## src/rtl/fifo_pkg.sv

```systemverilog
// rtl/fifo_pkg.sv - shared types and width helper for the parametrised sync FIFO
package fifo_pkg;

    // Read-data presentation mode, selected at build time through the FWFT parameter.
    typedef enum logic {
        STD  = 1'b0,
        FWFT = 1'b1
    } fifo_mode_e;

    // Bits needed to hold values 0..n-1, never less than 1.
    function automatic int clog2_depth(input int n);
        int w;
        w = 1;
        for (int i = 1; i < 32; i++) begin
            if ((1 << i) < n) begin
                w = i + 1;
            end
        end
        return w;
    endfunction

endpackage

```

## src/rtl/fifo_mem.sv

```systemverilog
// rtl/fifo_mem.sv - register-array storage, one synchronous write port, one asynchronous read port
//
// Ports:
//   clk        write clock
//   i_wr_en    write strobe, stores i_wr_data at i_wr_addr on the rising edge
//   i_wr_addr  write address (0..DEPTH-1)
//   i_wr_data  write data
//   i_rd_addr  read address (0..DEPTH-1)
//   o_rd_data  combinational read data at i_rd_addr
module fifo_mem #(
    parameter int WIDTH  = 16,
    parameter int DEPTH  = 8,
    parameter int ADDR_W = 3
) (
    input  logic              clk,
    input  logic              i_wr_en,
    input  logic [ADDR_W-1:0] i_wr_addr,
    input  logic [WIDTH-1:0]  i_wr_data,
    input  logic [ADDR_W-1:0] i_rd_addr,
    output logic [WIDTH-1:0]  o_rd_data
);

    // Contents are deliberately left unreset; pointers and count gate every read.
    logic [WIDTH-1:0] r_mem [DEPTH];

    always_ff @(posedge clk) begin
        if (i_wr_en) begin
            r_mem[i_wr_addr] <= i_wr_data;
        end
    end

    assign o_rd_data = r_mem[i_rd_addr];

endmodule

```

## src/rtl/sync_fifo_pt.sv

```systemverilog
// rtl/sync_fifo_pt.sv - single-clock FIFO with thresholds, fill count and optional first-word-fall-through
//
// Ports:
//   clk, rst_n       clock, asynchronous active-low reset
//   wr_en, data_in   write request and data; accepted when not full
//   rd_en            read request; accepted when not empty
//   af_thresh        almostfull  = count >= af_thresh (live, unlatched)
//   ae_thresh        almostempty = count <= ae_thresh (live, unlatched)
//   data_out         FWFT=0: registered word from the last accepted read
//                    FWFT=1: head word while not empty, 0 when empty
//   full, empty      count == FIFO_DEPTH / count == 0
//   wr_ack           registered: previous-cycle write accepted
//   overflow         registered: previous-cycle write refused because full
//   underflow        registered: previous-cycle read refused because empty
//   count            stored entries
module sync_fifo_pt
    import fifo_pkg::*;
#(
    parameter  int FIFO_WIDTH = 16,
    parameter  int FIFO_DEPTH = 8,
    parameter  int FWFT       = 0,
    localparam int CNT_W      = clog2_depth(FIFO_DEPTH + 1)
) (
    input  logic                  clk,
    input  logic                  rst_n,
    input  logic                  wr_en,
    input  logic                  rd_en,
    input  logic [FIFO_WIDTH-1:0] data_in,
    input  logic [CNT_W-1:0]      af_thresh,
    input  logic [CNT_W-1:0]      ae_thresh,
    output logic [FIFO_WIDTH-1:0] data_out,
    output logic                  full,
    output logic                  empty,
    output logic                  almostfull,
    output logic                  almostempty,
    output logic                  wr_ack,
    output logic                  overflow,
    output logic                  underflow,
    output logic [CNT_W-1:0]      count
);

    localparam int PTR_W = clog2_depth(FIFO_DEPTH);

    typedef logic [PTR_W-1:0] ptr_t;
    typedef logic [CNT_W-1:0] cnt_t;

    localparam ptr_t PTR_LAST = ptr_t'(FIFO_DEPTH - 1);
    localparam cnt_t CNT_FULL = cnt_t'(FIFO_DEPTH);
    localparam fifo_mode_e MODE = fifo_mode_e'(FWFT[0]);

    ptr_t r_wr_ptr;
    ptr_t r_rd_ptr;
    cnt_t r_count;
    logic r_wr_ack;
    logic r_overflow;
    logic r_underflow;

    logic                  w_full;
    logic                  w_empty;
    logic                  w_wr_acc;
    logic                  w_rd_acc;
    logic [FIFO_WIDTH-1:0] w_rd_data;

    // Depth need not be a power of two, so wrap on an explicit compare.
    function automatic ptr_t ptr_next(input ptr_t p);
        return (p == PTR_LAST) ? '0 : p + 1'b1;
    endfunction

    assign w_full   = (r_count == CNT_FULL);
    assign w_empty  = (r_count == '0);
    assign w_wr_acc = wr_en && !w_full;
    assign w_rd_acc = rd_en && !w_empty;

    fifo_mem #(
        .WIDTH  (FIFO_WIDTH),
        .DEPTH  (FIFO_DEPTH),
        .ADDR_W (PTR_W)
    ) u_mem (
        .clk       (clk),
        .i_wr_en   (w_wr_acc),
        .i_wr_addr (r_wr_ptr),
        .i_wr_data (data_in),
        .i_rd_addr (r_rd_ptr),
        .o_rd_data (w_rd_data)
    );

    always_ff @(posedge clk or negedge rst_n) begin
        if (!rst_n) begin
            r_wr_ptr    <= '0;
            r_rd_ptr    <= '0;
            r_count     <= '0;
            r_wr_ack    <= 1'b0;
            r_overflow  <= 1'b0;
            r_underflow <= 1'b0;
        end else begin
            if (w_wr_acc) begin
                r_wr_ptr <= ptr_next(r_wr_ptr);
            end
            if (w_rd_acc) begin
                r_rd_ptr <= ptr_next(r_rd_ptr);
            end
            // Simultaneous accept leaves the count unchanged.
            case ({w_wr_acc, w_rd_acc})
                2'b10:   r_count <= r_count + 1'b1;
                2'b01:   r_count <= r_count - 1'b1;
                default: r_count <= r_count;
            endcase
            r_wr_ack    <= w_wr_acc;
            r_overflow  <= wr_en && w_full;
            r_underflow <= rd_en && w_empty;
        end
    end

    generate
        if (MODE == fifo_pkg::FWFT) begin : g_fwft
            // Head word is visible as soon as it is stored; zero while empty.
            assign data_out = w_empty ? '0 : w_rd_data;
        end else begin : g_std
            logic [FIFO_WIDTH-1:0] r_data_out;

            // Holds across idle and underflow cycles.
            always_ff @(posedge clk or negedge rst_n) begin
                if (!rst_n) begin
                    r_data_out <= '0;
                end else if (w_rd_acc) begin
                    r_data_out <= w_rd_data;
                end
            end

            assign data_out = r_data_out;
        end
    endgenerate

    assign full        = w_full;
    assign empty       = w_empty;
    assign almostfull  = (r_count >= af_thresh);
    assign almostempty = (r_count <= ae_thresh);
    assign wr_ack      = r_wr_ack;
    assign overflow    = r_overflow;
    assign underflow   = r_underflow;
    assign count       = r_count;

endmodule
```

## config.mk

```make
export PLATFORM = sky130hd
export DESIGN_NAME = sync_fifo_pt
export DESIGN_NICKNAME = d
export VERILOG_FILES = /design/src/rtl/fifo_pkg.sv /design/src/rtl/fifo_mem.sv /design/src/rtl/sync_fifo_pt.sv
export SDC_FILE = /design/constraint.sdc
export NUM_CORES = 1
export LEC_CHECK = 0
export CAP_MARGIN = 20
export CORE_UTILIZATION = 57
export DETAILED_ROUTE_END_ITERATION = 7
export HOLD_SLACK_MARGIN = 0.1
export PLACE_DENSITY = 0.8
export SLEW_MARGIN = 15
export SYNTH_ARGS = -nofsm -noshare
export SYNTH_HDL_FRONTEND = slang
export SYNTH_SLANG_ARGS = --single-unit
export TNS_END_PERCENT = 10
```

## constraint.sdc

```tcl
create_clock -name clk -period 9.9 [get_ports clk]
set_input_delay 1.98 -clock clk [delete_from_list [all_inputs] [get_ports clk]]
set_output_delay 1.98 -clock clk [all_outputs]
set_load 0.05 [all_outputs]
```

==> results.ini <==
[status]
status=finished clean

[floorplan]
rows=54
dieArea_um2=23500
start_util_pct=59.0
die_w_um=153
core-area_um2=22100
die_y_um=153
pin_count=139

[synth]
synth_xor_area_share_pct=5.24
synth_top_family_by_area=simple AND/OR/NAND/NOR gates
synthTopCellsByArea=edfxtp_1 (29%), dfrtp_1 (22%), ha_1 (9.3%), mux4_2 (5.5%), xnor2_1 (3.2%)
synthAdderAreaFrac_pct=9.47
ys_types=68
netlist_top_cells_count=edfxtp_1 (128), dfrtp_1 (115), ha_1 (97), nand2_1 (90), inv_1 (78)
yosysMostFrequentCell=edfxtp_1
syn-cell-area_um2=13000
synth_top_area_share_pct=29.5
syn-num-nets=1302
synth_warnings=0
yosys.area_share.simple_pct=12.4
synth_ff_type=edfxtp_1
synth_compound_area_share_pct=11.0
ys_async_sr_fraction_pct=47.3
yosysTopAreaCell=edfxtp_1
syn_area_per_cell_um2=11.6
seq_area_frac_synth_pct=51.6
syn-instance-count=1120
synthMuxAreaShare_pct=6.85
ys_seq_elements=243
synth_edf_count=128

[setup_path]
crit_start=af_thresh[9]
r2r_cells=15
required_ns=7.92
crit_end=almostfull
crit_fanout=2
critPathLaunchType=input port
reg2reg_from=count[4]$_DFFE_PN0P_
reg2reg_to=count[26]$_DFFE_PN0P_
rrSetupSlack_ns=4.77
crit_type=in -> out
crit_path_end_kind=output pin
arrival_ns=5.14

[power]
peakVddDrop_v=0.000205
power_density_nw_per_um2=273
comb_power_share_pct=42.0
switchingPower_w=0.00170
cell_internal_pwr_w=0.00257
power_frac_seq_pct=34.5
p_leak_nw=6.75
switching_share_pct=39.8
clock_power_share_pct=23.4

[detailed_routing]
via_per_inst=5.95
ant_nets=0
wl_per_cell_um=18.3
drcViolationCount=0
drt-pass1-iter-count=5
num_vias=9303
drt_iter0_drc=497
drt_wl_total_um=28500

[place]
io_buffers=138
hpwl_um=19600
gp_congestion=0.908
dp_cells=1516

[clocking]
cts_tree=done
cts_sinks=243
clkTransAtPathRegs_ns=0.06
clockBufferDepth=3
htreeDepth=1
postCtsSetupRepairBufs=0
cts_hold_buf=0
insertion_delay_ns=0.53
ctsResizeCount=0
cts_root_buffer=clkbuf_16
cts_made_buffers=26

[layout]
seqCellArea_um2=6720
fillCellCount=1541
drive_gt1_share_pct=9.58
utilization_pct=70.9
multi_input_area_um2=5900
diodes=0
area_delta_synth_final_pct=20.1
final_cell_count_no_fill=1564
final_nets=1446

[sta]
tightest_slew_ns=1.04
rsz0062_at_grt=false
maxSlewHeadroom_pct=31.0
slew_viol_final=0
max_clock_freq_mhz=141
hold_viol=0
period_needed_ns=7.12
setup-tns-final_ns=0
finalCritPeriodShare_pct=71.9
fin_skew_ns=0.0252
finalSetupViolations=0
whs_ns=0.473

[global_routing]
grt.total_usage_pct=24.9
grt_start_max_net_pins=67
grt_overflow_total=0
grt_pass1_wl_um=46500
grt_pass1_vias=9072
antenna_found_initial=0

[worst_hold_path]
hold_class=reg -> reg

[flow_run]
max_cap_violations=0

## power by group through the flow
stage,Combinational [W],Clock (W),Sequential (W)
after floorplan,0.000959,0,0.00174
after detailed placement,0.00178,0,0.00149
final,0.00179,0.00100,0.00147
after global routing,0.00196,0.00105,0.00150
after global placement,0.00174,0,0.00148
after CTS,0.00180,0.00102,0.00147
## how the worst min path moves through the flow
stage,from,endpoint,slack (ns),cells after the start
final,r_rd_ptr[31]$_DFFE_PN0P_,r_rd_ptr[31]$_DFFE_PN0P_,0.47,1
after global routing,r_wr_ptr[17]$_DFFE_PN0P_,r_wr_ptr[17]$_DFFE_PN0P_,0.51,1
after CTS,r_rd_ptr[31]$_DFFE_PN0P_,r_rd_ptr[31]$_DFFE_PN0P_,0.47,1
after detailed placement,r_rd_ptr[31]$_DFFE_PN0P_,r_rd_ptr[31]$_DFFE_PN0P_,0.46,1
after global placement,r_rd_ptr[31]$_DFFE_PN0P_,r_rd_ptr[31]$_DFFE_PN0P_,0.46,1
after floorplan,r_rd_ptr[31]$_DFFE_PN0P_,r_rd_ptr[31]$_DFFE_PN0P_,0.44,1
## state kept, by name, indices dropped and copies added, names as in the netlist
signal       flops
u_mem.r_mem    128
count           32
r_rd_ptr        32
r_wr_ptr        32
data_out        16
overflow         1
underflow        1
wr_ack           1
## cell type report
| class | count | share of cell area [%] |
|---|---|---|
| multi-input combinational | 763 | 37.7 |
| timing repair buffer | 151 | 9.43 |
| clock inverter | 19 | 1.37 |
| clock buffer | 29 | 4.42 |
| tap | 280 | 2.24 |
| inverter | 79 | 1.89 |
| sequential | 243 | 42.9 |
## critical path, stage by stage
cell	delay, ns
clkdlybuf4s50_1	0.45
inv_1	0.04
ha_1	0.30
a21o_1	0.16
a21o_1	0.17
a21o_1	0.18
a21o_1	0.18
a211oi_1	0.23
o221ai_1	0.18
a221oi_1	0.44
o31ai_1	0.11
clkdlybuf4s50_1	0.72
## metrics by stage
| step | instance area (um^2) | total power [W] | setup slack, ns |
|---|---|---|---|
| CTS | 15700 | 0.00429 | 2.71 |
| global route | 15700 | 0.00451 | 2.61 |
| global placement | 14700 | 0.00322 | 2.75 |
| floorplan | 13000 | 0.00270 | 3.73 |
| detailed placement | 14700 | 0.00328 | 2.72 |
| finish | 15700 | 0.00427 | 2.78 |
## layout by cell type, fill, tap and decap left out, types with 26 or more instances in the layout
master,n
a21o_1,49
a21oi_1,60
clkbuf_16,26
clkdlybuf4s50_1,137
dfrtp_1,114
edfxtp_1,128
ha_1,96
inv_1,78
mux4_2,32
nand2_1,90
nand4_1,30
nor2_1,59
o21ai_0,54
xnor2_1,47
xor2_1,31
## routing by layer
metal	up-vias	part of all wire, %	track usage (%)
met1	4545	44	33.5
met5	-	0	0
li1	4445	-	-
met2	276	48	42.4
met4	0	1.6	6.35
met3	37	6.1	3.80
## kinds of logic (layout without fill, tap and decap cells)
family | count (synthesis) | count (layout)
flops | 243 | 243
compound gates | 225 | 225
mux | 49 | 49
fa+ha+maj | 98 | 98
buf+inv | 114 | 278
xor+xnor | 78 | 78
simple gates | 313 | 313
(Power assumes the default switching activity.)
